===== config.mk =====
export PLATFORM = sky130hd
export DESIGN_NAME = alu_operand_loader
export DESIGN_NICKNAME = d
export VERILOG_FILES = /design/src/rtl/alu_print_pkg.sv /design/src/rtl/hold_timer.sv /design/src/rtl/alu_operand_loader.sv
export SDC_FILE = /design/constraint.sdc
export NUM_CORES = 1
export LEC_CHECK = 0
export ABC_AREA = 1
export BUFFER_PORTS_ARGS = -buffer_cell sky130_fd_sc_hd__buf_2
export CORE_MARGIN = 1.5
export CORE_UTILIZATION = 45
export DETAILED_ROUTE_END_ITERATION = 16
export GPL_TIMING_DRIVEN = 0
export PLACE_DENSITY = 0.67
export SLEW_MARGIN = 5
export SYNTH_ARGS = -nofsm -noshare
export SYNTH_HDL_FRONTEND = slang
export SYNTH_SLANG_ARGS = --single-unit

===== constraint.sdc =====
create_clock -name clk -period 1.6 [get_ports clk]
set_clock_uncertainty 0.05 [all_clocks]
set_input_delay 0 -clock clk [delete_from_list [all_inputs] [get_ports clk]]
set_output_delay 0 -clock clk [all_outputs]
set_load 0.005 [all_outputs]

===== src/rtl/alu_print_pkg.sv =====
// Purpose: shared types and constants for the ALU operand loader and printer.
// Latency: n/a (definitions only).
// Backpressure: n/a.
package alu_print_pkg;

  // Loader sequence: three nibble loads, one issue cycle, optional hold.
  typedef enum logic [2:0] {
    LOAD_A = 3'd0,
    LOAD_B = 3'd1,
    LOAD_C = 3'd2,
    ISSUE  = 3'd3,
    HOLD   = 3'd4
  } ld_state_t;

  localparam int ALUC_W_DEF = 4;  // default ALU control width
  localparam int CMD_CNT_W  = 8;  // issued-command counter width

endpackage


===== src/rtl/hold_timer.sv =====
// Purpose: down-counter that times a fixed hold window after a start pulse.
// Latency: done is high CYCLES cycles after start (start at CYCLES-1, done when 0).
// Backpressure: none; start restarts the count at any time.
//
// Ports:
//   clk, rst_n : clock, async active-low reset (counter resets to 0)
//   start      : load CYCLES-1 on the next edge
//   done       : counter reads 0
module hold_timer #(
  parameter int CYCLES = 8
) (
  input  logic clk,
  input  logic rst_n,
  input  logic start,
  output logic done
);

  localparam int CW = (CYCLES < 1) ? 1 : $clog2(CYCLES + 1);
  // CYCLES=0 never starts the timer in practice; load 0 so the width stays sane.
  localparam logic [CW-1:0] LOAD_VAL = (CYCLES < 1) ? '0 : CW'(CYCLES - 1);

  logic [CW-1:0] cnt;

  always_ff @(posedge clk or negedge rst_n) begin
    if (!rst_n) begin
      cnt <= '0;
    end else if (start) begin
      cnt <= LOAD_VAL;
    end else if (cnt != '0) begin
      cnt <= cnt - CW'(1);
    end
  end

  assign done = (cnt == '0);

endmodule


===== src/rtl/alu_operand_loader.sv =====
// Purpose: gathers A, B, ALU-control nibbles and presents them as a held, registered command.
// Latency: command visible on the third accept edge; issue lasts 1 cycle; then HOLD_CYCLES hold.
// Backpressure: nib_ready is low during ISSUE/HOLD; the source keeps its nibble until ready.
//
// Ports:
//   clk, rst_n           : clock, async active-low reset
//   clr                  : sync clear, drops a partial load, outputs untouched
//   nib_in/nib_valid     : input nibble stream; nib_ready = in a LOAD state
//   ops_out, aluc_out    : registered {op1, op2} and ALU control
//   issue, busy          : state decodes (ISSUE; ISSUE or HOLD)
//   cmd_count            : commands issued, wraps
module alu_operand_loader
  import alu_print_pkg::*;
#(
  parameter int W           = 4,
  parameter int ALUC_W      = ALUC_W_DEF,
  parameter int HOLD_CYCLES = 8
) (
  input  logic                 clk,
  input  logic                 rst_n,
  input  logic                 clr,
  input  logic [W-1:0]         nib_in,
  input  logic                 nib_valid,
  output logic                 nib_ready,
  output logic [2*W-1:0]       ops_out,
  output logic [ALUC_W-1:0]    aluc_out,
  output logic                 issue,
  output logic                 busy,
  output logic [CMD_CNT_W-1:0] cmd_count
);

  ld_state_t      state_q, state_d;
  logic [W-1:0]   sh_a, sh_b;
  logic           accept;
  logic           hold_start, hold_done;

  // Ready/issue/busy decode the state register only; no input reaches them.
  assign nib_ready = (state_q == LOAD_A) || (state_q == LOAD_B) || (state_q == LOAD_C);
  assign issue     = (state_q == ISSUE);
  assign busy      = (state_q == ISSUE) || (state_q == HOLD);
  assign accept    = nib_valid && nib_ready;

  // Timer is armed on the edge leaving ISSUE, i.e. on entry to HOLD.
  assign hold_start = (state_q == ISSUE) && !clr;

  hold_timer #(.CYCLES(HOLD_CYCLES)) u_hold (
    .clk   (clk),
    .rst_n (rst_n),
    .start (hold_start),
    .done  (hold_done)
  );

  always_comb begin
    state_d = state_q;
    case (state_q)
      LOAD_A:  if (accept) state_d = LOAD_B;
      LOAD_B:  if (accept) state_d = LOAD_C;
      LOAD_C:  if (accept) state_d = ISSUE;
      ISSUE:   state_d = (HOLD_CYCLES == 0) ? LOAD_A : HOLD;
      HOLD:    if (hold_done) state_d = LOAD_A;
      default: state_d = LOAD_A;
    endcase
    if (clr) state_d = LOAD_A;
  end

  // The third nibble goes straight into aluc_out on its accept edge, so it
  // needs no shadow of its own.
  always_ff @(posedge clk or negedge rst_n) begin
    if (!rst_n) begin
      state_q   <= LOAD_A;
      sh_a      <= '0;
      sh_b      <= '0;
      ops_out   <= '0;
      aluc_out  <= '0;
      cmd_count <= '0;
    end else begin
      state_q <= state_d;
      if (clr) begin
        sh_a <= '0;
        sh_b <= '0;
      end else if (accept) begin
        case (state_q)
          LOAD_A: sh_a <= nib_in;
          LOAD_B: sh_b <= nib_in;
          LOAD_C: begin
            ops_out  <= {sh_a, sh_b};
            aluc_out <= nib_in[ALUC_W-1:0];
          end
          default: ;
        endcase
      end
      if ((state_q == ISSUE) && !clr) cmd_count <= cmd_count + CMD_CNT_W'(1);
    end
  end

endmodule


* Yosys cells after proc, flatten, opt, wreduce, memory -nomap -nowiden *
Index checks and enable logic that the tools add are counted.

word-level totals
  word-level logic and storage cells = 49
  output and inout bits = 23
  register bits = 35

cells by class
  reductions and logical operators = 17
  mux-type cells = 14
  $add $sub $neg = 2
  eq/ne operators = 8
  bitwise gates (word level) = 1

operator list
  cell                                                 count
  two-way mux 4 bit                                    8
  two-way mux 3 bit                                    5
  case mux 3 bit (5 select lines)                      1
  != test 3 bit, second input constant                 4
  adder 8 x 1 -> 8 bit, second input constant          1
  nonzero test 2 bit                                   4
  equality test 3 x 2 -> 1 bit, second input constant  2
  zero test 4 bit                                      1
  AND reduction 2 bit                                  2
  AND reduction 4 bit                                  1
  nonzero test 4 bit                                   1
  subtractor 4 x 1 -> 4 bit, second input constant     1
  equality test 3 x 1 -> 1 bit, second input constant  1
  equality test 3 bit, second input constant           1
  zero test 3 bit                                      1
  logical OR 1 bit                                     3
  AND reduction 3 bit                                  1
  logical AND 1 bit                                    2
  zero test 1 bit                                      1
  inverter 1 bit                                       1

* Logic depth before layout (Yosys ltp) *
Gate-level depths: netlist of the first run.

  depth in word-level cells = 7
  depth in mapped cells = 7
  mapped depth without buffers = 7

* Modules after synthesis *
Synthesis of the first run repeated with hierarchy kept, for this count alone.

second synthesis, totals
  cell total of the unflattened synthesis = 197
  area total of the unflattened synthesis = 1720.4 sq um

by module, submodules not included
  module              times used  cells an instance  area an instance (sq um)  seq. area each (sq um)
  alu_operand_loader  1           166                1491.4                    775.7
  hold_timer          1           31                 229.0                     100.1

* Least setup slack after synthesis of the first run *
OpenSTA, ideal clock, no wires.

  path type = reg-to-reg
  start = register state_q[2]
  end = register aluc_out[3]
  required time = 1.420 ns
  slack = 0.397 ns
  arrival = 1.023 ns
  setup time = 0.130 ns
  period minus slack after synthesis = 1.203 ns
  cell stages (with the launch flop) = 7
  path buffers = 2
  path through = dfrtp_1 buf_6 nor2_4 nand4_2 buf_2 nand2_1 o21ai_0

on the way
  word-level cells in the longest chain between the ends = 5
  elaborated cells on any way between the ends = 7

RTL lines
  item                                                                    line                      text
  from (decl)                                                             alu_operand_loader.sv:32  ld_state_t state_q, state_d;
  from (signal assigned)                                                  alu_operand_loader.sv:77  state_q <= state_d;
  equality test 3 x 1 -> 1 bit / zero test 3 bit (equally long branches)  alu_operand_loader.sv:38  assign nib_ready = (state_q == LOAD_A) || (state_q == LOAD_B) || (state_q == LOAD_C);
  logical OR 1 bit (2 in a row)                                           alu_operand_loader.sv:38
  logical AND 1 bit                                                       alu_operand_loader.sv:41  assign accept = nib_valid && nib_ready;
  AND reduction 3 bit (no source line) *                                  -
  to (signal assigned)                                                    alu_operand_loader.sv:87  aluc_out <= nib_in[ALUC_W-1:0];
  to (decl)                                                               alu_operand_loader.sv:26  output logic [ALUC_W-1:0] aluc_out,

Mark *: on every way between the ends. The rest lies on a longest branch, timed or not.
A chain may end at the register's enable or synchronous reset.

* Worst setup path in the final report of the first run *
  start = register state_q[0]
  end = output nib_ready

on the way
  word-level cells in the longest chain between the ends = 3
  elaborated cells on any way between the ends = 5

RTL lines
  item                                                                    line                      text
  equality test 3 x 1 -> 1 bit / zero test 3 bit (equally long branches)  alu_operand_loader.sv:38
  logical OR 1 bit                                                        alu_operand_loader.sv:38
  logical OR 1 bit *                                                      alu_operand_loader.sv:38
  to (decl)                                                               alu_operand_loader.sv:24  output logic nib_ready,

Marks and branches as above.

==> run summary, run 1 <==
Clock Path Buffers: 2
Status: completed
Worst Tran Pin Value: 764 ps
CP bufs+invs: 2
Io pins: 31
GP Congestion: 0.782
Post-Syn Area: 0.00162 mm2
Ratio of cells with drive above 1 in the final layout: 22.8%
Crit Path Class: reg -> out
Worst-path clk slew: 110 ps
Routed vias: 1321
Crit path depth: 4
Max-cap violations: 0
TritonCTS buffer count: 5
Distinct cells, synth: 25
Period minus WS final: 1440 ps
CP max-delay cell: dfrtp_1
Tcrit/Tclk final: 89.7%
Final Max Slew Viols: 0
Net Sw Frac: 30.3%
Syn Nets: 197
Core area: 0.00339 mm2
Starting DRC count in detailed routing: 60
Clock Sinks: 35
Yosys warnings: 0
Final setup vio count: 0
Unrepaired setup endpoints after global routing: no
Drt drc: 0
Vias in the first global route: 1271
Die X: 63.1 um
Worst EP arrival: 1390 ps
Root Driver: clkbuf_4
Cell chain of the critical path: nand2_4 -> clkinv_2 -> nor2_1 -> buf_2
Via-per-instance ratio: 4.75
DRT Pass-1 Iters: 4
Setup bufs post-CTS: 0
CTS H-tree lvls: 2
Initial antenna violation count: 0
PortBufs: 30
Hold Crit Class: in -> async
Dpl hpwl: 2.20 mm
Post_cts resized: 0
Startpoint types: register
Hold-fix buffers, CTS: 7
Critical Path RT: 1550 ps
Max incr delay on CP: 500 ps
Cell area power density: 1230 mW/mm2
Die footprint: 0.00398 mm2
Global route overflow: 0
Final Hold Viols: 0
Seq cells post-synth: 35
WL final: 3.06 mm
Post-DR wirelength/cell: 11.0 um
Mean Syn Cell Area: 8.68 um2
Commonest non-fill, non-tap cell in the layout: nand2_1
CP delay by family, top: flip-flops
Skew-Pair Late Insertion Delay: 340 ps
Static Leak: 1.07 nW
Crit path max fanout: 6
Slew Limit Headroom: 49.1%
Setup TNS: 0 ps
Routed Antenna Nets: 0
Die Y: 63.1 um
Cell count after synthesis: 187
Largest net degree at the start of global routing: 36
Initial Util: 47.9%
Clock group share of total power: 27.3%
Logic gate share of total power: 24.6%
Area Growth Syn to Fin: 22.4%
Max frequency: 697 MHz
CTS tree: built
Pwr Total: 2.45 mW
Gr usage total: 17.7%
VDD IR max: 0.000778 V
Net Sw Power: 0.741 mW
Worst reg-to-reg path cell count: 4
Cell Int Power: 1.70 mW
Sequential element share of the synthesized area: 54.0%
Core Rows: 21
Crit. End Element: output pin
Inserted Diodes: 0
Sequential share of power: 48.1%
Commonest cells after routing, fill and taps aside: nand2_1, dfrtp_1, buf_2
Nets: 241
First-pass GRT wire length: 5.56 mm
[final cells by class]
class,count,area [um2]
multi-input combinational,120,617
clock inverter,2,35.0
fill,289,1400
clock buffer,6,51.3
tap,46,57.6
timing repair buffer,37,220
sequential,35,876
buffer,3,20.0
inverter,29,110
[stage by stage]
step	worst slack, ps	hold WS [ps]	cells	utilization (%)	cell area, um2
finish	164	206	278	58.6	1990
global route	37.9	294	278	58.6	1990
CTS	143	244	278	58.6	1990
detailed placement	212	83.1	263	54.0	1830
global placement	217	75.4	263	54.0	1830
floorplan	397	-346	187	-	1620
[cells in the mapped netlist (all sizes together)]
| cell type | count | area share (%) |
|---|---|---|
| nor2 | 22 | 7.1 |
| clkbuf | 1 | 0.23 |
| a21oi | 2 | 0.85 |
| inv | 28 | 6.5 |
| nand3 | 8 | 2.5 |
| nor3 | 1 | 0.31 |
| o31ai | 1 | 0.46 |
| o21ai | 25 | 7.9 |
| xor2 | 3 | 1.6 |
| nand3b | 1 | 0.46 |
| nand2 | 48 | 12 |
| ha | 2 | 1.5 |
| dfrtp | 35 | 54 |
| clkinv | 1 | 0.31 |
| xnor2 | 1 | 0.54 |
| nand4 | 6 | 2.7 |
| buf | 2 | 1.0 |
[cell families (layout without fill, tap and decap cells)]
logic type	Yosys count	count (layout)	share of synthesized area, %
and+or+nand+nor	86	86	25.1
adders and majority gates	2	2	1.54
DFF	35	35	54.0
buffers and inverters	32	77	8.02
xor gates and xnor gates	4	4	2.16
AOI/OAI and AO/OA	28	28	9.25
[sequential cells by signal (all words and copies together), names as in the netlist]
name	flops
sh_b	4
state_q	3
u_hold.cnt	4
cmd_count	8
ops_out	8
aluc_out	4
sh_a	4
[layer usage]
layer	GRT usage, %	routed length [um]
met1	22.3	1430
met2	29.5	1420
met3	5.36	163
met4	5.00	41
met5	0	0
[final timing paths]
check | from | end | slack, ps
min in group clk | nib_in[0] | aluc_out[0]$_DFFE_PN0P_ | 430
min reg2reg | ops_out[6]$_DFFE_PN0P_ | ops_out[6]$_DFFE_PN0P_ | 440
max | state_q[0]$_DFFE_PN0P_ | nib_ready | 160
max in group asynchronous | rst_n | sh_a[2]$_DFFE_PN0P_ | 800
min | rst_n | cmd_count[5]$_DFFE_PN0P_ | 210
max reg2reg | state_q[0]$_DFFE_PN0P_ | aluc_out[1]$_DFFE_PN0P_ | 180
[power by group through the flow]
stage / Combinational, mW / Clock (mW) / Sequential, mW
floorplan: 0.375 / 0 / 1.20
global placement: 0.584 / 0 / 1.20
detailed placement: 0.597 / 0 / 1.19
finish: 0.601 / 0.667 / 1.18
global route: 0.705 / 0.727 / 1.20
CTS: 0.611 / 0.690 / 1.18
Note: power is estimated with default switching activity, not from simulation.
==> run 2: changes to the inputs <==
--- a/config.mk
+++ b/config.mk
@@ -6,7 +6,7 @@
 export NUM_CORES = 1
 export LEC_CHECK = 0
 export ABC_AREA = 1
-export BUFFER_PORTS_ARGS = -buffer_cell sky130_fd_sc_hd__buf_2
+export BUFFER_PORTS_ARGS = -buffer_cell sky130_fd_sc_hd__clkbuf_2
 export CORE_MARGIN = 1.5
 export CORE_UTILIZATION = 45
 export DETAILED_ROUTE_END_ITERATION = 16
==> run summary, run 2 (synthesized netlist as in run 1, its figures left out) <==
Placed Area: 0.00183 mm2
Crit path max fanout: 6
Fin area: 0.00196 mm2
Final Max Slew Viols: 0
Period minus WS final: 1420 ps
Net Sw Power: 0.744 mW
Final setup vio count: 0
Hold-fix buffers, CTS: 7
Worst Tran Pin Value: 851 ps
Tcrit/Tclk final: 89.0%
Cell Int Power: 1.54 mW
Hold Crit Class: in -> async
Routed Antenna Nets: 0
Status: completed
Top flop regs: cmd_count (8), ops_out (8)
Sequential share of power: 51.7%
Commonest cells after routing, fill and taps aside: nand2_1, dfrtp_1, clkbuf_2
Core Rows: 21
Worst-path clk slew: 110 ps
Unrepaired setup endpoints after global routing: no
Vias in the first global route: 1308
R2r setup slk: 180 ps
Clock Path Buffers: 2
Routed vias: 1309
CTS H-tree lvls: 2
Crit. End Element: output pin
First-pass GRT wire length: 5.70 mm
Final Hold Viols: 0
TritonCTS buffer count: 5
Area Growth Syn to Fin: 20.6%
Reg2reg end: ops_out[1]$_DFFE_PN0P_
Dpl hpwl: 2.23 mm
Static Leak: 1.04 nW
WHS: 241 ps
VDD IR max: 0.000756 V
Fin util: 57.7%
Starting DRC count in detailed routing: 51
Crit Path Class: reg -> out
GP Congestion: 0.781
Post-DR wirelength/cell: 11.3 um
Fill cells: 318
Drt drc: 0
WL final: 3.14 mm
Slew Limit Headroom: 43.3%
FF-to-FF Start: state_q[2]$_DFFE_PN0P_
Max frequency: 702 MHz
Setup bufs post-CTS: 0
Setup WS pre-CTS: 215 ps
Post-Layout Cell Count: 277
Critical Path RT: 1550 ps
Pwr Total: 2.28 mW
Net Sw Frac: 32.6%
Via-per-instance ratio: 4.73
Die Y: 63.1 um
Worst EP arrival: 1370 ps
Inst Count DP: 263
Root Driver: clkbuf_4
Skew-Pair Late Insertion Delay: 340 ps
Nets: 241
Clock group share of total power: 21.6%
DRT Pass-1 Iters: 4
Gr usage total: 18.4%
PortBufs: 30
Clock Sinks: 35
Ratio of cells with drive above 1 in the final layout: 22.5%
Global route overflow: 0
Largest net degree at the start of global routing: 36
Core area: 0.00339 mm2
Commonest non-fill, non-tap cell in the layout: nand2_1
Worst reg-to-reg path cell count: 5
Final setup margin: 176 ps
Initial Util: 47.9%
Inserted Diodes: 0
Io pins: 31
Die footprint: 0.00398 mm2
Setup TNS: 0 ps
Post_cts resized: 0
Die X: 63.1 um
Startpoint types: register
Max-cap violations: 0
Worst Setup SP: state_q[0]$_DFFE_PN0P_
Logic gate share of total power: 26.7%
Cell area power density: 1170 mW/mm2
CTS tree: built
Initial antenna violation count: 0
run 2: per-layer routing:
layer,wire length [um],GRT usage (%),up-vias
met4,46,6.11,0
met3,131,5.54,5
met2,1490,30.3,29
met5,0,0,-
li1,-,-,672
met1,1470,23.0,603
run 2: how the worst max path moves through the flow:
| stage | to | slack (ps) | cells after the start |
|---|---|---|---|
| final | nib_ready | 180 | 4 |
| after global routing | ops_out[4]$_DFFE_PN0P_ | 20 | 5 |
| after CTS | nib_ready | 160 | 4 |
| after detailed placement | ops_out[5]$_DFFE_PN0P_ | 210 | 5 |
| after global placement | ops_out[7]$_DFFE_PN0P_ | 210 | 4 |
| after floorplan | aluc_out[3]$_DFFE_PN0P_ | 400 | 6 |
run 2: power by group through the flow:
stage | clock [mW] | combinational, mW | sequential (mW)
after floorplan | 0 | 0.375 | 1.20
after global placement | 0 | 0.585 | 1.20
after detailed placement | 0 | 0.602 | 1.20
after CTS | 0.506 | 0.618 | 1.18
after global routing | 0.557 | 0.704 | 1.20
final | 0.492 | 0.609 | 1.18
run 2: worst max-delay path, stage by stage (launching register included):
cell and delay [ps]:
dfrtp_1 500, nand2_4 140, clkinv_2 90, nor2_1 170, clkbuf_2 150
run 2: final cells by class:
cell class / instances / area, um2 / share of cell area (%)
sequential: 35 / 876 / 44.8
multi-input combinational: 120 / 617 / 31.5
timing repair buffer: 37 / 220 / 11.3
inverter: 29 / 110 / 5.63
tap: 46 / 57.6 / 2.94
clock buffer: 6 / 51.3 / 2.62
buffer: 3 / 20.0 / 1.02
clock inverter: 1 / 5.00 / 0.256
==> run 3: changes to the inputs <==
--- a/config.mk
+++ b/config.mk
@@ -5,9 +5,7 @@
 export SDC_FILE = /design/constraint.sdc
 export NUM_CORES = 1
 export LEC_CHECK = 0
-export ABC_AREA = 1
 export BUFFER_PORTS_ARGS = -buffer_cell sky130_fd_sc_hd__clkbuf_2
-export CORE_MARGIN = 1.5
 export CORE_UTILIZATION = 45
 export DETAILED_ROUTE_END_ITERATION = 16
 export GPL_TIMING_DRIVEN = 0
@@ -15,4 +13,5 @@
 export SLEW_MARGIN = 5
 export SYNTH_ARGS = -nofsm -noshare
 export SYNTH_HDL_FRONTEND = slang
+export SYNTH_HIERARCHICAL = 1
 export SYNTH_SLANG_ARGS = --single-unit
==> run summary, run 3 <==
Die X: 62.4 um
Core Rows: 21
Met3 usage: 6.02%
Post-synthesis adder-cell area fraction: 1.53%
Vias in the first global route: 1049
Final Max Slew Viols: 0
Largest net degree at the start of global routing: 36
Register Area: 876 um2
WL final: 2.71 mm
Routed vias: 1059
Post_cts resized: 0
Clock Sinks: 35
Area Growth Syn to Fin: 22.2%
Skew-Pair Late Insertion Delay: 340 ps
Placed Area: 0.00185 mm2
Die footprint: 0.00389 mm2
Critical Path RT: 1750 ps
Cell taking the most area after synthesis: dfrtp_1
Root Driver: clkbuf_4
Distinct cells, synth: 29
Top flop regs: cmd_count (8), ops_out (8)
Commonest non-fill, non-tap cell in the layout: dfrtp_1
TritonCTS buffer count: 5
CTS tree: built
Slew Limit Headroom: 44.3%
Global route overflow: 0
Io pins: 31
Primary FF master, synth: dfrtp_1
Max frequency: 684 MHz
Post-Syn Area: 0.00164 mm2
Starting DRC count in detailed routing: 23
Unrepaired setup endpoints after global routing: no
Inserted Diodes: 0
Via-per-instance ratio: 4.90
M2 GR Usage: 26.9%
Synth Area in XOR/XNOR: 3.74%
GP Congestion: 0.705
Most Crowded Layer GR: met2
Worst Tran Pin Value: 836 ps
Post-synthesis compound-gate area fraction: 1.91%
Core area: 0.00342 mm2
Status: completed
R2r setup slk: 140 ps
Cell area power density: 1140 mW/mm2
Clock Path Buffers: 2
Hold Crit Class: in -> async
PortBufs: 30
Final setup margin: 138 ps
Seq cells post-synth: 35
Most numerous cell in the Yosys netlist: dfrtp_1
Fill cells: 308
Gr usage total: 16.4%
Drt drc: 0
Period minus WS final: 1460 ps
DRT Pass-1 Iters: 3
FF-to-FF Start: state_q[1]$_DFFE_PN0P_
Sequential element share of the synthesized area: 53.4%
Pwr Total: 2.29 mW
Initial antenna violation count: 0
Startpoint types: register
Crit path max fanout: 10
Max-cap violations: 0
Worst EP arrival: 1620 ps
Inst Count DP: 201
Async set-reset flop share out of synthesis: 100%
Ratio of cells with drive above 1 in the final layout: 38.2%
Met1 Track Usage GR: 19.7%
Mean Syn Cell Area: 13.1 um2
Nets: 179
Yosys warnings: 6
Worst reg-to-reg path cell count: 4
VDD IR max: 0.000863 V
Crit. End Element: register
Reg2reg end: sh_a[3]$_DFFE_PN0P_
Initial Util: 48.0%
Syn Nets: 135
Fin area: 0.00200 mm2
Synth Area in Simple Gates: 16.1%
Die Y: 62.4 um
First-pass GRT wire length: 4.88 mm
Number of flops mapped to enable cells by yosys: 0
Setup TNS: 0 ps
CTS H-tree lvls: 2
Top cell type's share of synthesized area: 53.4%
Final setup vio count: 0
Fin util: 58.7%
Cell count after synthesis: 125
Commonest cells after routing, fill and taps aside: dfrtp_1, clkbuf_2, nor2_1, mux2_4, mux2i_1
Synth top area cells: dfrtp_1, mux2_4, mux2i_1
Post-Layout Cell Count: 216
Dpl hpwl: 1.94 mm
Tcrit/Tclk final: 91.4%
Setup WS pre-CTS: 154 ps
Routed Antenna Nets: 0
Final Hold Viols: 0
Post-DR wirelength/cell: 12.5 um
Post-synthesis mux area share: 18.2%
Crit Path Class: reg -> reg
Static Leak: 1.04 nW
WHS: 231 ps
Largest family of logic cells by synthesized area: multiplexers
Synth top cells by count: dfrtp_1, mux2_4, nor2_1
Area of the multi-input gates: 681 um2
Worst-path clk slew: 110 ps
## run 3: cell count changes in the layout (fill, tap and decap cells not counted), moves of 6 or more
| cell | previous run | this run |
|---|---|---|
| nand3_1 | 8 | 0 |
| nand2_1 | 46 | 6 |
| inv_1 | 26 | 5 |
| nor2_1 | 17 | 11 |
| mux2i_1 | 0 | 10 |
| mux2_4 | 0 | 11 |
| o21ai_0 | 24 | 0 |
## run 3: logic make-up (layout without fill, tap and decap cells)
| logic type | count (synthesis) | after routing |
|---|---|---|
| AO/OA/AOI/OAI | 5 | 5 |
| XOR/XNOR | 7 | 7 |
| adder cells (fa/ha/maj) | 2 | 2 |
| buffers and inverters | 12 | 57 |
| flip-flops | 35 | 35 |
| multiplexers | 24 | 24 |
| AND/OR/NAND/NOR | 40 | 40 |
## run 3: timing repair
action	CTS	global route
hold endpoints to repair	49	0
buffers inserted	0	0
hold buffers	7	0
## run 3: metal layers
metal	vias to the layer above	share of wire, %
met5	-	0
met4	0	1.7
met3	6	5.0
met2	23	46
met1	515	47
li1	515	-
## run 3: worst max path at each step
stage	start	to	slack, ps	depth (start not counted)
floorplan	state_q[2]$_DFFE_PN0P_	u_hold/cnt[3]$_DFFE_PN0P_	220	5
global placement	state_q[2]$_DFFE_PN0P_	ops_out[0]$_DFFE_PN0P_	170	5
detailed placement	state_q[1]$_DFFE_PN0P_	sh_a[3]$_DFFE_PN0P_	150	4
CTS	state_q[1]$_DFFE_PN0P_	sh_a[3]$_DFFE_PN0P_	130	4
global route	state_q[1]$_DFFE_PN0P_	sh_a[3]$_DFFE_PN0P_	40	4
finish	state_q[1]$_DFFE_PN0P_	sh_a[3]$_DFFE_PN0P_	140	4
## run 3: worst max-delay path, cell delays in order, from the launching register on
cell and delay [ps]:
dfrtp_1 390, buf_6 140, nor4b_4 450, mux2i_1 250, nor2_1 60
## run 3: final cells by class
class	count	area share, %
flip-flops and latches	35	43.7
multi-input cells	78	34.0
repair buffers	37	11.0
plain buffers	7	3.25
well taps	46	2.87
clock buffers	6	2.56
clock inverters	2	1.75
inverters	5	0.936
## run 3: where the power goes
| group | switching, mW | internal, mW | total (mW) |
|---|---|---|---|
| combinational | 0.200 | 0.304 | 0.504 |
| clock | 0.297 | 0.369 | 0.666 |
| sequential | 0.108 | 1.01 | 1.12 |
